$ cat config.mk
export PLATFORM = sky130hd
export DESIGN_NAME = serial_deserializer
export DESIGN_NICKNAME = d
export VERILOG_FILES = /design/src/rtl/deser_pkg.sv /design/src/rtl/deser_out_buf.sv /design/src/rtl/serial_deserializer.sv
export SDC_FILE = /design/constraint.sdc
export NUM_CORES = 1
export LEC_CHECK = 0
export BUFFER_PORTS_ARGS = -buffer_cell sky130_fd_sc_hd__buf_2
export CELL_PAD_IN_SITES_DETAIL_PLACEMENT = 0
export CELL_PAD_IN_SITES_GLOBAL_PLACEMENT = 1
export CORE_MARGIN = 3
export CORE_UTILIZATION = 44
export CTS_CLUSTER_SIZE = 8
export DETAILED_ROUTE_END_ITERATION = 7
export PLACE_DENSITY = 0.81
export REMOVE_ABC_BUFFERS = 1
export SETUP_SLACK_MARGIN = 0.02
export SKIP_LAST_GASP = 1
export SYNTH_ARGS = -nofsm -noshare
export SYNTH_HDL_FRONTEND = slang
export SYNTH_SLANG_ARGS = --single-unit
$ cat constraint.sdc
create_clock -name clk -period 4.6 [get_ports clk]
set_clock_uncertainty 0.2 [all_clocks]
set_input_delay 0.69 -clock clk [delete_from_list [all_inputs] [get_ports clk]]
set_output_delay 0.69 -clock clk [all_outputs]
set_load 0.05 [all_outputs]
$ cat src/rtl/deser_pkg.sv
// Shared types and sizing helpers for the serial deserializer.
// The PARITY state is only entered in builds that define DESER_PARITY_EN.
package deser_pkg;

    typedef enum logic [1:0] {
        ST_IDLE   = 2'd0,
        ST_SHIFT  = 2'd1,
        ST_PARITY = 2'd2
    } deser_state_t;

    localparam int DESER_DEFAULT_WIDTH = 4;

    // Bit-count register width: must be able to hold the value WIDTH.
    function automatic int deser_cnt_width(input int width);
        return $clog2(width + 1);
    endfunction

endpackage

$ cat src/rtl/deser_out_buf.sv
// One-entry valid/ready holding register for completed words.
// A load while full and not being drained is dropped and flagged by a one-cycle overrun pulse.
module deser_out_buf #(
    parameter int PW = 4
) (
    input  logic          clk,
    input  logic          clear,
    input  logic          load,
    input  logic [PW-1:0] din,
    input  logic          ready,
    output logic [PW-1:0] q,
    output logic          valid,
    output logic          overrun
);

    logic can_load;

    assign can_load = !valid || ready;

    always_ff @(posedge clk or negedge clear) begin
        if (!clear) begin
            q       <= '0;
            valid   <= 1'b0;
            overrun <= 1'b0;
        end else begin
            overrun <= 1'b0;
            if (load) begin
                if (can_load) begin
                    q     <= din;
                    valid <= 1'b1;
                end else begin
                    overrun <= 1'b1;
                end
            end else if (valid && ready) begin
                valid <= 1'b0;
            end
        end
    end

endmodule

$ cat src/rtl/serial_deserializer.sv
// Serial-in, parallel-out receiver: frame-marked bit stream to WIDTH-bit words via a one-entry output buffer.
// Optional even-parity bit after the data bits is enabled by defining DESER_PARITY_EN.
module serial_deserializer
    import deser_pkg::*;
#(
    parameter int WIDTH = DESER_DEFAULT_WIDTH
) (
    input  logic             clk,
    input  logic             clear,
    input  logic             sin,
    input  logic             sin_valid,
    input  logic             frame,
    input  logic             lsb_first,
    output logic [WIDTH-1:0] dout,
    output logic             dout_valid,
    input  logic             dout_ready,
    output logic             overrun,
    output logic             busy
`ifdef DESER_PARITY_EN
    ,
    output logic             parity_err
`endif
);

    localparam int CW = deser_cnt_width(WIDTH);
`ifdef DESER_PARITY_EN
    localparam int PW = WIDTH + 1;
`else
    localparam int PW = WIDTH;
`endif

    deser_state_t     state, state_n;
    logic [CW-1:0]    cnt, cnt_n;
    logic [WIDTH-1:0] sr, sr_n, sh;
    logic             order, order_n;
    logic             word_done;
    logic [PW-1:0]    payload;
    logic [PW-1:0]    buf_q;

    always_ff @(posedge clk or negedge clear) begin
        if (!clear) begin
            state <= ST_IDLE;
            cnt   <= '0;
            sr    <= '0;
            order <= 1'b1;
        end else begin
            state <= state_n;
            cnt   <= cnt_n;
            sr    <= sr_n;
            order <= order_n;
        end
    end

    // LSB-first enters at the top and walks right; MSB-first enters at the bottom and walks left.
    assign sh = order ? {sin, sr[WIDTH-1:1]} : {sr[WIDTH-2:0], sin};

    always_comb begin
        state_n   = state;
        cnt_n     = cnt;
        sr_n      = sr;
        order_n   = order;
        word_done = 1'b0;
        payload   = '0;

        if (sin_valid) begin
            if (frame) begin
                // A frame bit always starts a fresh word, discarding any partial one.
                order_n = lsb_first;
                cnt_n   = CW'(1);
                sr_n    = lsb_first ? {sin, {(WIDTH-1){1'b0}}} : {{(WIDTH-1){1'b0}}, sin};
                state_n = ST_SHIFT;
            end else begin
                case (state)
                    ST_IDLE: begin
                    end
                    ST_SHIFT: begin
                        sr_n  = sh;
                        cnt_n = cnt + CW'(1);
                        if (cnt == CW'(WIDTH - 1)) begin
`ifdef DESER_PARITY_EN
                            state_n = ST_PARITY;
`else
                            state_n   = ST_IDLE;
                            cnt_n     = '0;
                            word_done = 1'b1;
                            payload   = sh;
`endif
                        end
                    end
`ifdef DESER_PARITY_EN
                    ST_PARITY: begin
                        state_n   = ST_IDLE;
                        cnt_n     = '0;
                        word_done = 1'b1;
                        payload   = {(^sr) ^ sin, sr};
                    end
`endif
                    default: begin
                        state_n = ST_IDLE;
                        cnt_n   = '0;
                    end
                endcase
            end
        end
    end

    assign busy = (state != ST_IDLE);

    deser_out_buf #(
        .PW (PW)
    ) u_out_buf (
        .clk     (clk),
        .clear   (clear),
        .load    (word_done),
        .din     (payload),
        .ready   (dout_ready),
        .q       (buf_q),
        .valid   (dout_valid),
        .overrun (overrun)
    );

`ifdef DESER_PARITY_EN
    assign dout       = buf_q[WIDTH-1:0];
    assign parity_err = buf_q[WIDTH];
`else
    assign dout = buf_q;
`endif

endmodule

* Word-level counts from Yosys, hierarchy flattened *
Index checks and enable logic that the tools add are counted.

word-level totals
  register bits after elaboration = 16
  bits in latches = 0
  RAM bits = 0
  bits in read-only memories = 0
  word-level logic and storage cells = 49
  memories = 0

cells by class
  $add $sub $neg = 1
  multiply operators = 0
  div/mod/pow operators = 0
  order comparisons = 0
  equal/unequal tests = 5
  shift operators = 0
  multiplexer cells = 23
  bitwise operators = 0
  reduce and logical (&&, ||, !) cells = 13

operators with widths
  operator                                                                number
  4-bit 2-to-1 mux                                                        8
  2-bit AND reduction                                                     5
  1-bit 2-to-1 mux                                                        9
  3-bit 2-to-1 mux                                                        2
  3-bit case mux with 2 select lines                                      1
  2-bit nonzero test                                                      3
  2-bit 2-to-1 mux                                                        2
  2-bit inequality test (second input constant)                           2
  2-bit case mux with 2 select lines                                      1
  3-bit by 1-bit adder with 3-bit output (second input constant)          1
  3-bit by 2-bit equality test with 1-bit output (second input constant)  1
  3-bit inequality test (second input constant)                           1
  3-bit AND reduction                                                     1
  2-bit by 1-bit equality test with 1-bit output (second input constant)  1
  2-bit logical NOT                                                       1
  1-bit logical AND                                                       1
  1-bit logical NOT                                                       1
  1-bit logical OR                                                        1

* Logic depth before layout (Yosys ltp) *
  depth after elaboration = 7
  depth in mapped cells = 5
  gate-level depth less buffers = 4

* Cells and area by module *
A second synthesis with hierarchy kept.

second synthesis, totals
  cells, all modules = 65
  area total of the unflattened synthesis = 749.5 um^2

by module, submodules not included
  module               times used  cells each  area each (um^2)  seq. area each (um^2)
  serial_deserializer  1           50          503.0             226.5
  deser_out_buf        1           15          246.5             150.1

* Least setup slack after synthesis *
OpenSTA, ideal clock, no wires.

  kind = input-to-reg
  start = in frame
  end = reg u_out_buf.q[0]
  data arrival time = 1553 ps
  slack = 2722 ps
  cell stages on the path = 4
  path buffers = 1
  cells stage by stage = and3b_4 > and3_4 > buf_6 > mux2_4

between the ends
  longest elaborated chain between the ends = 3

RTL lines
  item                                  RTL line                   text
  start: declaration                    serial_deserializer.sv:12  input logic frame,
  1-bit 2-to-1 mux                      serial_deserializer.sv:66  if (frame) begin
  1-bit 2-to-1 mux                      serial_deserializer.sv:65  if (sin_valid) begin
  2-bit AND reduction (no source line)  --
  end signal: assignment                deser_out_buf.sv:29        q <= din;
  end: declaration                      deser_out_buf.sv:11        output logic [PW-1:0] q,

Parallel ways exist; a longest one is shown, timed or not.
A chain may end at the register's enable or synchronous reset.

* Worst setup path after layout *
  start = reg state[0]
  end = out busy

between the ends
  longest elaborated chain between the ends = 1

RTL lines
  item                      RTL line                    text
  start: declaration        serial_deserializer.sv:32   deser_state_t state, state_n;
  start signal: assignment  serial_deserializer.sv:47   state <= state_n;
  2-bit nonzero test        serial_deserializer.sv:107  assign busy = (state != ST_IDLE);
  end: declaration          serial_deserializer.sv:18   output logic busy

Every way passes these cells.

==> flow_metrics.tcl <==
set metrics [dict create \
    netlist_instances 58 \
    path_class "reg2out" \
    p_leak_nw 0.408 \
    die_w_um 46.1 \
    clock_latency_ns 0.29 \
    drive_gt1_share_pct 41.9 \
    hold_viol 0 \
    rr_endpoint "u_out_buf.q[1]$_DFFE_PN0P_" \
    fmax_ghz 0.511 \
    cp_data_arrival_time_ns 1.07 \
    grt_overflow_total 0 \
    area_growth_pct 14.1 \
    start_util_pct 50.6 \
    period_minus_slack_ns 1.96 \
    critPathMaxFanout 7 \
    antenna_found_initial 0 \
    ys_types 24 \
    final_cell_mix "dfrtp_1, buf_2, nand2_1, mux2_2" \
    peakVddDrop_mv 0.300 \
    core_mm2 0.00140 \
    io_buffer_count 13 \
    tns_ns 0 \
    cts_tree "done" \
    hold_class "in2async" \
    run_status "finished, final reports clean" \
    cts_setup_buffers 0 \
    maxCapViolations 0 \
    drc_errors 0 \
    critPathSlowestCell "dfrtp_1" \
    endpoint_kind "primary output" \
    firstDrtPassIters 3 \
    powerDensity_mw_per_mm2 574 \
    h-tree-depth 1 \
    drtIter0Drc 3 \
    cts-resized-gates 0 \
    cp_slowest_stage_delay_ns 0.47 \
    grt_pass1_wl_mm 2.04 \
    whs_ns 0.0800 \
    min_period_over_period_pct 42.6 \
    worst_pin_slew_ns 0.447 \
    antenna_cells 0 \
    reg2regPathDepth 4 \
    regArea_um2 377 \
    yosysWarnings 0 \
    r2r_slack_ns 2.87 \
    fin_nets 83 \
    grt_pass1_vias 464 \
    final_common_cell "dfrtp_1" \
    yosysSeqAreaShare_pct 53.2 \
    vias 468 \
    ys_ff_latch 15 \
    multi_input_area_um2 309 \
    grt_max_degree 16 \
    clk_pin_slew_ns 0.10 \
    startpoint_type "flop" \
    grt_usage_pct 13.5 \
    relSlewSlack_pct 70.0 \
    r2r-start "cnt[0]$_DFFE_PN0P_" \
    fp-row-count 13 \
    die_y_um 46.1 \
    numCtsBuffers 3 \
    cts_sinks 15 \
    cp.buffers_inverters 1 \
    ant_nets 0 \
    wl_per_cell_um 13.3 \
    hold_buffers 0 \
    power.total_mw 0.464 \
    final_max_slew_viol_count 0 \
    io_pins 14 \
    fillers 123 \
    die_area_mm2 0.00213 \
    rsz0062_at_grt "no" \
    clk_root_buffer_cell "clkbuf_4" \
    totalWireLength_mm 1.19 \
    crit_required_ns 3.71 \
    synth_area_um2 708 \
    clockBufferDepth 2 \
    synth_area_per_cell_um2 12.2 \
    path_cells "buf_2" \
    via_per_inst 5.26 \
    crit_family "flip-flops" \
    finalSetupViolations 0 \
    gp_congestion 0.734 \
    dp_hpwl_um 885 \
]
how the worst max path moves through the flow:
stage | slack, ns | cells after the start | end | start
5_1_grt | 2.58 | 1 | busy | state[0]$_DFFE_PN0P_
3_5_place_dp | 2.58 | 4 | u_out_buf.q[0]$_DFFE_PN0P_ | frame
3_3_place_gp | 2.60 | 4 | u_out_buf.q[2]$_DFFE_PN0P_ | frame
2_1_floorplan | 2.78 | 3 | u_out_buf.q[0]$_DFFE_PN0P_ | frame
6_report | 2.64 | 1 | busy | state[0]$_DFFE_PN0P_
4_1_cts | 2.64 | 1 | busy | state[0]$_DFFE_PN0P_
layout make-up:
cell class                      count  area share (%)
Inverter                            3            1.39
Tap cell                           15            2.32
Clock inverter                      1           0.619
Sequential cell                    15            46.6
Clock buffer                        3            2.79
Multi-Input combinational cell     39            38.2
Timing Repair Buffer               13            8.05
synthesized netlist by cell type, drive strengths merged:
cell,n,share of area (%)
dfrtp,14,49
nand2,8,4.2
mux2,7,13
a22o,4,5.5
o21ai,4,2.8
inv,3,1.6
nand2b,3,2.7
and3b,2,3.2
mux2i,2,2.8
a211oi,1,1.1
a21boi,1,1.1
a21oi,1,0.71
a32o,1,1.4
and3,1,1.6
buf,1,1.6
dfstp,1,3.7
ha,1,1.8
nand3,1,0.71
nor2,1,0.53
nor2b,1,0.88
sequential cells by signal, summed over array words and instances, names as in the netlist:
name,count
u_out_buf.valid,1
cnt,3
state,1
order,1
u_out_buf.q,4
sr,4
u_out_buf.overrun,1
per-stage QoR:
step                      utilization, %  instances  cell area [um^2]  setup WS, ns
after floorplan                        -         57               697          2.78
after global placement              55.8         85               781          2.60
after detailed placement            55.8         85               781          2.58
after CTS                           57.8         89               808          2.64
after global routing                57.8         89               808          2.58
final                               57.8         89               808          2.64
where the power goes:
part / switching (mW) / leakage, nW / internal, mW
clock network: 0.0427 / 0.0177 / 0.0323
registers: 0.0266 / 0.190 / 0.170
logic: 0.122 / 0.201 / 0.0702
cell families after synthesis:
kind of cell	after synthesis	synth area share, %
compound gates	12	12.5
fa+ha+maj	1	1.77
mux	9	15.5
simple gates	17	13.8
buf+inv	4	3.18
flops	15	53.2
metal layers:
metal / routed length (um) / up-vias / part of all wire [%] / GRT usage, %
met2: 524 / 11 / 44 / 19.8
met4: 8 / 0 / 0.67 / 3.41
met5: 0 / - / 0 / 0
li1: - / 239 / - / -
met1: 571 / 216 / 48 / 17.7
met3: 84 / 2 / 7.1 / 6.64
Note: power is estimated with default switching activity, not from simulation.
